`src/rtl/motor_drive_supervisor.sv`:
```
// Motor command conditioning: duty slew limit, bypass hysteresis,
// safe direction-reversal sequencing and a sticky stop-timeout fault.
module motor_drive_supervisor #(
    parameter int K_PWMRES        = 10,
    parameter int K_SPDWIDTH      = 15,
    parameter int K_RAMP_STEP     = 8,
    parameter int K_LOW_SPD_ON    = 2640,
    parameter int K_LOW_SPD_OFF   = 2900,
    parameter int K_STOP_SPD      = 16,
    parameter int K_STOP_SAMPLES  = 4,
    parameter int K_BRAKE_TIMEOUT = 1000
) (
    input  logic                  i_clk,
    input  logic                  i_rst,
    input  logic [K_PWMRES-1:0]   i_pwm_command,
    input  logic [K_PWMRES-1:0]   i_param_pwm_max,
    input  logic                  i_brake_req,
    input  logic                  i_reverse_req,
    input  logic                  i_ramp_tick,
    input  logic [K_SPDWIDTH-1:0] i_speed,
    input  logic                  i_speed_valid,
    input  logic                  i_fault_clr,
    output logic [K_PWMRES-1:0]   o_pwm_cmd,
    output logic                  o_brake,
    output logic                  o_reverse,
    output logic                  o_bypass_power,
    output logic                  o_busy,
    output logic                  o_fault,
    output logic [2:0]            o_state
);

    localparam int SCW = $clog2(K_STOP_SAMPLES + 1);
    localparam int TOW = $clog2(K_BRAKE_TIMEOUT + 1);
    localparam int PW1 = K_PWMRES + 1;

    localparam logic [SCW-1:0]        STOP_N  = SCW'(K_STOP_SAMPLES);
    localparam logic [TOW-1:0]        TO_N    = TOW'(K_BRAKE_TIMEOUT);
    localparam logic [PW1-1:0]        STEP    = PW1'(K_RAMP_STEP);
    localparam logic [K_SPDWIDTH-1:0] SPD_ON  = K_SPDWIDTH'(K_LOW_SPD_ON);
    localparam logic [K_SPDWIDTH-1:0] SPD_OFF = K_SPDWIDTH'(K_LOW_SPD_OFF);
    localparam logic [K_SPDWIDTH-1:0] SPD_STP = K_SPDWIDTH'(K_STOP_SPD);

    typedef enum logic [2:0] {
        S_RUN       = 3'd0,
        S_RAMP_DOWN = 3'd1,
        S_BRAKE     = 3'd2,
        S_SWITCH    = 3'd3,
        S_FAULT     = 3'd4
    } state_t;

    state_t              state_q, state_d;
    logic [K_PWMRES-1:0] pwm_q, pwm_d;
    logic                rev_q, rev_d;
    logic                byp_q, byp_d;
    logic                fault_q, fault_d;
    logic                pend_q, pend_d;
    logic [SCW-1:0]      stop_q, stop_d;
    logic [TOW-1:0]      to_q, to_d;

    logic [K_PWMRES-1:0] target;
    logic [PW1-1:0]      tgt_ext, pwm_ext, up_sum;
    logic                stopped, timed_out, mismatch;

    always_comb begin
        state_d = state_q;
        pwm_d   = pwm_q;
        rev_d   = rev_q;
        byp_d   = byp_q;
        fault_d = fault_q;
        pend_d  = pend_q;
        stop_d  = stop_q;
        to_d    = to_q;

        target = '0;
        if (state_q == S_RUN) begin
            target = (i_pwm_command < i_param_pwm_max) ?
                     i_pwm_command : i_param_pwm_max;
        end
        tgt_ext   = {1'b0, target};
        pwm_ext   = {1'b0, pwm_q};
        up_sum    = pwm_ext + STEP;
        stopped   = (stop_q == STOP_N);
        timed_out = (to_q == TO_N);
        mismatch  = (i_reverse_req != rev_q);

        // Extended-width compares keep the step from wrapping at either rail
        if (i_ramp_tick) begin
            if (pwm_ext < tgt_ext) begin
                pwm_d = (up_sum > tgt_ext) ? target : up_sum[K_PWMRES-1:0];
            end else if (pwm_ext > tgt_ext) begin
                pwm_d = (pwm_ext < tgt_ext + STEP) ?
                        target : pwm_q - STEP[K_PWMRES-1:0];
            end
        end

        if (i_speed_valid) begin
            if (i_speed < SPD_ON) begin
                byp_d = 1'b1;
            end else if (i_speed >= SPD_OFF) begin
                byp_d = 1'b0;
            end
        end

        if (state_q == S_BRAKE) begin
            if (i_speed_valid) begin
                if (i_speed <= SPD_STP) begin
                    if (!stopped) stop_d = stop_q + 1'b1;
                end else begin
                    stop_d = '0;
                end
            end
            if (pend_q && i_ramp_tick && !timed_out) begin
                to_d = to_q + 1'b1;
            end
        end

        unique case (state_q)
            S_RUN: begin
                if (i_brake_req) begin
                    state_d = S_BRAKE;
                end else if (mismatch) begin
                    state_d = S_RAMP_DOWN;
                    pend_d  = 1'b1;
                end
            end
            S_RAMP_DOWN: begin
                if (!mismatch) begin
                    pend_d  = 1'b0;
                    state_d = i_brake_req ? S_BRAKE : S_RUN;
                end else if (i_brake_req || pwm_q == '0) begin
                    state_d = S_BRAKE;
                end
            end
            S_BRAKE: begin
                pwm_d = '0;
                if (pend_q && stopped) begin
                    state_d = S_SWITCH;
                end else if (pend_q && timed_out) begin
                    state_d = S_FAULT;
                    fault_d = 1'b1;
                end else if (!pend_q) begin
                    if (mismatch) begin
                        pend_d = 1'b1;
                    end else if (!i_brake_req) begin
                        state_d = S_RUN;
                    end
                end
            end
            S_SWITCH: begin
                pwm_d   = '0;
                rev_d   = i_reverse_req;
                pend_d  = 1'b0;
                state_d = i_brake_req ? S_BRAKE : S_RUN;
            end
            S_FAULT: begin
                pwm_d = '0;
                if (i_fault_clr) begin
                    state_d = S_BRAKE;
                    fault_d = 1'b0;
                end
            end
            default: state_d = S_RUN;
        endcase

        // Every fresh entry into BRAKE starts stop and timeout counts anew
        if (state_d == S_BRAKE && state_q != S_BRAKE) begin
            stop_d = '0;
            to_d   = '0;
        end
    end

    always_ff @(posedge i_clk or posedge i_rst) begin
        if (i_rst) begin
            state_q <= S_RUN;
            pwm_q   <= '0;
            rev_q   <= 1'b0;
            byp_q   <= 1'b1;
            fault_q <= 1'b0;
            pend_q  <= 1'b0;
            stop_q  <= '0;
            to_q    <= '0;
        end else begin
            state_q <= state_d;
            pwm_q   <= pwm_d;
            rev_q   <= rev_d;
            byp_q   <= byp_d;
            fault_q <= fault_d;
            pend_q  <= pend_d;
            stop_q  <= stop_d;
            to_q    <= to_d;
        end
    end

    assign o_pwm_cmd      = pwm_q;
    assign o_reverse      = rev_q;
    assign o_bypass_power = byp_q;
    assign o_fault        = fault_q;
    assign o_state        = state_q;
    assign o_brake        = (state_q == S_BRAKE) || (state_q == S_FAULT);
    assign o_busy         = pend_q || (state_q == S_SWITCH) ||
                            (state_q == S_FAULT);

endmodule

```
`config.mk`:
```
export PLATFORM = sky130hd
export DESIGN_NAME = motor_drive_supervisor
export DESIGN_NICKNAME = d
export VERILOG_FILES = /design/src/rtl/motor_drive_supervisor.sv
export SDC_FILE = /design/constraint.sdc
export NUM_CORES = 1
export LEC_CHECK = 0
export ABC_CLOCK_PERIOD_IN_PS = 3400
export BUFFER_PORTS_ARGS = -buffer_cell sky130_fd_sc_hd__buf_2
export CAP_MARGIN = 20
export CORE_MARGIN = 10
export CORE_UTILIZATION = 52
export CTS_CLUSTER_SIZE = 12
export DETAILED_ROUTE_END_ITERATION = 16
export PLACE_DENSITY = 0.78
export RECOVER_POWER = 25
export SLEW_MARGIN = 20
export SYNTH_ARGS = -nofsm -noshare
export SYNTH_HDL_FRONTEND = slang
export SYNTH_SLANG_ARGS = --single-unit
```
`constraint.sdc`:
```
create_clock -name i_clk -period 3.4 [get_ports i_clk]
set_input_delay 0.17 -clock i_clk [delete_from_list [all_inputs] [get_ports i_clk]]
set_output_delay 0.17 -clock i_clk [all_outputs]
set_load 0.01 [all_outputs]
```
Word-level counts from Yosys, hierarchy flattened
Index checks and enable logic that the tools add are counted.
{"block": "op_classes", "div_mod_pow": 0, "add_sub_neg": 5, "eq_ne": 17, "magnitude_cmp": 8, "mul": 0, "shifts": 0, "reduce_logical": 27, "bitwise": 0, "mux": 42}
{"cell": "$mux 10", "n": 11}
{"cell": "$mux 3", "n": 15}
{"cell": "$add 10x4->11 const B", "n": 2}
{"cell": "$lt 10x10->1", "n": 2}
{"cell": "$ge 15x12->1 const B", "n": 1}
{"cell": "$le 15x5->1 const B", "n": 1}
{"cell": "$lt 15x12->1 const B", "n": 1}
{"cell": "$pmux 3 s5", "n": 1}
{"cell": "$mux 1", "n": 12}
{"cell": "$ne 2x2->1 const B", "n": 6}
{"cell": "$reduce_bool 2->1", "n": 6}
{"cell": "$gt 11x10->1", "n": 1}
{"cell": "$lt 10x11->1", "n": 1}
{"cell": "$add 10x1->10 const B", "n": 1}
{"cell": "$eq 10x10->1 const B", "n": 1}
{"cell": "$gt 10x10->1", "n": 1}
{"cell": "$logic_not 10->1", "n": 1}
{"cell": "$sub 10x4->10 const B", "n": 1}
{"cell": "$eq 3x2->1 const B", "n": 3}
{"cell": "$eq 3x3->1 const B", "n": 2}
{"cell": "$ne 3x2->1 const B", "n": 2}
{"cell": "$reduce_and 2->1", "n": 3}
{"cell": "$reduce_and 6->1", "n": 1}
{"cell": "$logic_and 1x1->1", "n": 5}
{"cell": "15 further kinds", "n": 18}
{"block": "totals", "input_bits": 42, "ff_bits": 30, "n_memories": 0, "mem_bits_ro": 0, "latch_bits": 0, "output_inout_bits": 18, "ramBits": 0, "word_cells": 107}

Depth between registers and ports, before layout
{"block": "logic_depth", "depth_word": 10, "depth_mapped": 22, "mapped_depth_nobuf": 21}

Least setup slack after synthesis
Ideal clock, no wire load.
{"block": "synth_path", "kind": "input -> register", "start": "input port i_param_pwm_max[7]", "end": "register pwm_q[8] (netlist: o_pwm_cmd[8])", "t_arrival_ns": 4.078, "t_required_ns": 3.279, "path_slack_ns": -0.800, "n_path_buf": 2, "setup_ns": 0.121, "stages": 22, "cell_sequence": "inv_1 > ha_1 > a211oi_2 > nor2_1 > or3_1 > buf_2 > nor2_2 > buf_2 > a21oi_1 > nor2_1 > ha_1 > nand3_1 > nor2_1 > xor2_1 > ha_1 > a2111oi_0 > nor3b_1 > a221oi_1 > o311ai_1 > or3_1 > o211ai_1 > nand2_1"}
{"block": "synth_between", "elab_chain_cells": 10, "elab_cells_between_ends": 16, "classes_between": "add/sub: 1; order compare: 5; mux: 8; reduce/logical: 2"}
{"item": "start: declaration", "line_no": "16", "rtl": "input logic [K_PWMRES-1:0] i_param_pwm_max,"}
{"item": "$lt 10x10->1", "line_no": "76", "rtl": "target = (i_pwm_command < i_param_pwm_max) ?"}
{"item": "$mux 10 *", "line_no": "76"}
{"item": "$mux 10 *", "line_no": "75", "rtl": "if (state_q == S_RUN) begin"}
{"item": "$add 10x4->11", "line_no": "91", "rtl": "pwm_d = (pwm_ext < tgt_ext + STEP) ?"}
{"item": "$lt 10x11->1", "line_no": "91"}
{"item": "$mux 10", "line_no": "91"}
{"item": "$mux 10", "line_no": "90", "rtl": "end else if (pwm_ext > tgt_ext) begin"}
{"item": "$mux 10", "line_no": "88", "rtl": "if (pwm_ext < tgt_ext) begin"}
{"item": "$mux 10", "line_no": "87", "rtl": "if (i_ramp_tick) begin"}
{"item": "$mux 10", "line_no": "117", "rtl": "unique case (state_q)"}
{"item": "end signal: assignment", "line_no": "184", "rtl": "pwm_q <= pwm_d;"}
{"item": "end: declaration", "line_no": "52", "rtl": "logic [K_PWMRES-1:0] pwm_q, pwm_d;"}
Mark *: on every way between the ends. The rest lies on a longest branch, timed or not. The select of a mux whose other input is x is not followed.
A chain may end at the register's enable or synchronous reset.

Worst setup path after layout
{"block": "layout_path", "start": "input port i_param_pwm_max[6]", "end": "register pwm_q[8] (netlist: o_pwm_cmd[8])"}
The elaborated chain is that of the path after synthesis.

==> impl_results.md <==
- Number of H-tree levels: 2
- Post-DRT Antenna Nets: 0
- Endpoint, Worst Hold: o_bypass_power
- Pins Over Slew Limit: 31
- PwrDens: 771.6 nW/um^2
- Mapped Nets: 497
- Leak pwr: 0.002220 uW
- Crit Path Category: in2reg
- Layout cells sized above 1: 41.59%
- Synth unique cells: 60
- Worst setup SP type: input pin
- Critical path endpoint category: flop
- Vias: 4024
- F_max: 263.8 MHz
- Initial DRC count: 257
- Core Box Area: 5991 um^2
- Final WS setup: -390.2 ps
- Switching component of the power: 1803 uW
- Synth warnings: 0
- CP cell instances: buf_2 > inv_1 > ha_4 > nand4_1 > buf_4 > or3_4 > nand2_2 > nand2_1 > a21o_1 > inv_2 > ha_4 > nand3_4 > nor2_4 > xor2_1 > ha_2 > a2111oi_4 > nor3b_2 > a221oi_2 > o311ai_2 > or3_1 > o211ai_1 > nand2_1
- Int Power: 1916 uW
- Die Y: 99.02 um
- Final setup TNS: -2966 ps
- Final Hold Fails: 0
- Sequential share of the synthesized area: 23.16%
- Maximum resistive drop on vdd: 0.5026 mV
- Clock power share: 8.5%
- GRT Total Usage: 21.66%
- Die span in x: 99.02 um
- Die area: 9805 um^2
- Rows: 28
- Worst Path Max Fanout: 3
- Flop pwr share: 13.8%
- Combinational Power Share: 77.7%
- Arrival time worst endpoint: 3980 ps
- Crit path required time: 3590 ps
- Post-Synth Adder-Cell Area: 15.41%
- Final design utilization: 80.45%
- Start of the worst register-to-register path: o_state[0]
- # IOs: 60
- Worst hold margin: 96.45 ps
- Antenna Cells: 0
- Max cap viols: 1
- Total CTS buffers: 5
- Routed WL: 12190 um
- Worst Hold Class: in2reg
- Clk sinks: 30
- Synth Area in Simple Gates: 26.82%
- RSZ-0062 raised after global routing: true
- Routability Congestion: 0.9363
- Slew headroom: -11.65%
- Area Growth Syn to Fin: 48.44%
- Layout Skew: 14.53 ps
- Actual slew at the worst max-slew pin: 1675 ps
- Clk pin slew, worst setup/hold paths: 80 ps
- Mux cell area share after synthesis: 2.505%
- Clock buffer depth: 2
- Hold_sp: i_speed_valid
- Synth Area in Compound Gates: 21.46%
- Post-Syn Area: 3247 um^2
- Failing checks: capacitance limit, slew limit, setup timing
- Vias per cell: 6.288
- Placed wire-length estimate: 8292 um
- # DRC: 0
- Fin crit share: 111.5%
- Commonest non-fill, non-tap cell in the layout: buf_4
- #FFs+latches synth: 30
- Critical R2R Capture: o_pwm_cmd[8]
- Largest net degree at the start of global routing: 31
- Cell count after synthesis: 415
- Critical path's largest stage delay: 400 ps
- CP bufs+invs: 4
- Final setup viols: 10
- Syn_area_per_cell: 7.824 um^2
- Initial antenna violation count: 0
- R2r worst-path depth: 18
- Final #Nets: 646
- Synth Area in XOR/XNOR: 5.395%
- CP delay by family, top: simple AND/OR/NAND/NOR gates
- Global-route wire length before repair: 17820 um
- EDFF count, synth: 0
- Post-Place Cell Area: 4295 um^2
- Vias in the first global route: 3783
- Routed length per instance: 19.04 um
- Largest family of logic cells by synthesized area: simple AND/OR/NAND/NOR gates
- Synth Flop Type: dfrtp_1
- CTS tree: done
- Outcome: finished with violations
- Sw Ratio: 48.47%
- Port Buffers: 59
- Clock Tree Root: clkbuf_8
- Starting Density: 54.20%
- Drt pass-1 iters: 7
- Grt ovf: 0
- Worst reg2reg setup slack: -200 ps
- Asr flop ratio synth: 100.0%
- Period minus WS final: 3790 ps
- WHS Path Cells: 2
- Most frequent cells in the layout: buf_4, buf_2, nand2_1
- Skew-Pair Late Insertion Delay: 300 ps
- CP max-delay cell: or3_1
- Final Cell Area: 4820 um^2
cell families after synthesis:
group,Yosys count
multiplexers,8
flip-flops,30
XOR/XNOR,20
buffers and inverters,43
AO/OA/AOI/OAI,101
adder cells (fa/ha/maj),40
AND/OR/NAND/NOR,173
cell usage after synthesis, types with 3 or more instances:
cell type,count,area share (%)
xor2_1,9,2.4
nand3_1,20,3.1
mux2i_1,7,2.2
a211oi_1,4,0.92
nor3_1,18,2.8
a211o_1,3,0.81
and2_1,4,0.77
a31oi_1,7,1.3
nand2b_1,5,0.96
o21ai_0,22,3.4
nand4_1,9,1.7
xnor2_1,11,3.0
and3_1,5,0.96
nor4_1,4,0.77
or3_1,9,1.7
nor2_1,35,4.0
dfrtp_1,29,22
clkbuf_1,7,0.81
inv_1,29,3.4
nand2_1,46,5.3
nor3b_1,4,0.92
o21bai_1,3,0.69
ha_1,40,15
o211ai_1,6,1.4
buf_2,6,0.92
a21oi_1,27,4.2
power by group through the flow:
stage | registers (uW) | logic [uW] | clock network, uW
6_report | 513 | 2890 | 315
5_1_grt | 522 | 3090 | 334
4_1_cts | 505 | 2570 | 314
3_5_place_dp | 510 | 2420 | 0
3_3_place_gp | 508 | 2340 | 0
2_1_floorplan | 512 | 1540 | 0
layer usage:
layer / wire, um / GRT usage [%] / vias up
met5: 0 / 0 / -
met2: 6171 / 38.58 / 217
met3: 800 / 4.330 / 64
met4: 593 / 8.710 / 0
li1: - / - / 1828
met1: 4622 / 24.53 / 1915
state kept, by name, summed over array words and instances, names as in the netlist:
register and cells:
o_bypass_power 1, o_fault 1, o_pwm_cmd 10, o_reverse 1
o_state 3, pend_q 1, stop_q 3, to_q 10
how the worst max path moves through the flow:
stage                                   from           end  cells after the start
after floorplan             i_pwm_command[7]  o_pwm_cmd[8]                     21
after global placement    i_param_pwm_max[7]  o_pwm_cmd[6]                     20
after detailed placement  i_param_pwm_max[7]  o_pwm_cmd[8]                     22
after CTS                 i_param_pwm_max[7]  o_pwm_cmd[8]                     22
after global routing      i_param_pwm_max[6]  o_pwm_cmd[8]                     22
final                     i_param_pwm_max[6]  o_pwm_cmd[8]                     22
stage by stage:
stage / total power, uW / setup WS, ps / cells
after detailed placement: 2932 / -685.5 / 613
after floorplan: 2051 / -501.8 / 415
after global routing: 3949 / -569.5 / 640
after CTS: 3385 / -242.0 / 627
final: 3719 / -390.2 / 640
after global placement: 2852 / -509.8 / 613
final cells by class:
type | count | area (um^2)
Multi-Input combinational cell | 342 | 2718
Fill cell | 374 | 1171
Timing Repair Buffer | 156 | 1047
Sequential cell | 30 | 752.0
Inverter | 29 | 113.9
Tap cell | 75 | 93.84
Clock buffer | 6 | 82.58
Clock inverter | 2 | 12.51
repair_timing:
| action | 4_1_cts | 5_1_grt |
|---|---|---|
| setup buffers | 5 | 13 |
| pin swaps | 23 | 37 |
| gates resized for setup | 26 | 35 |
| endpoints found under the setup margin | 10 | 10 |
| hold buffers | 1 | 0 |
| endpoints found under the hold margin | 29 | 0 |
Note: power is estimated with default switching activity, not from simulation.
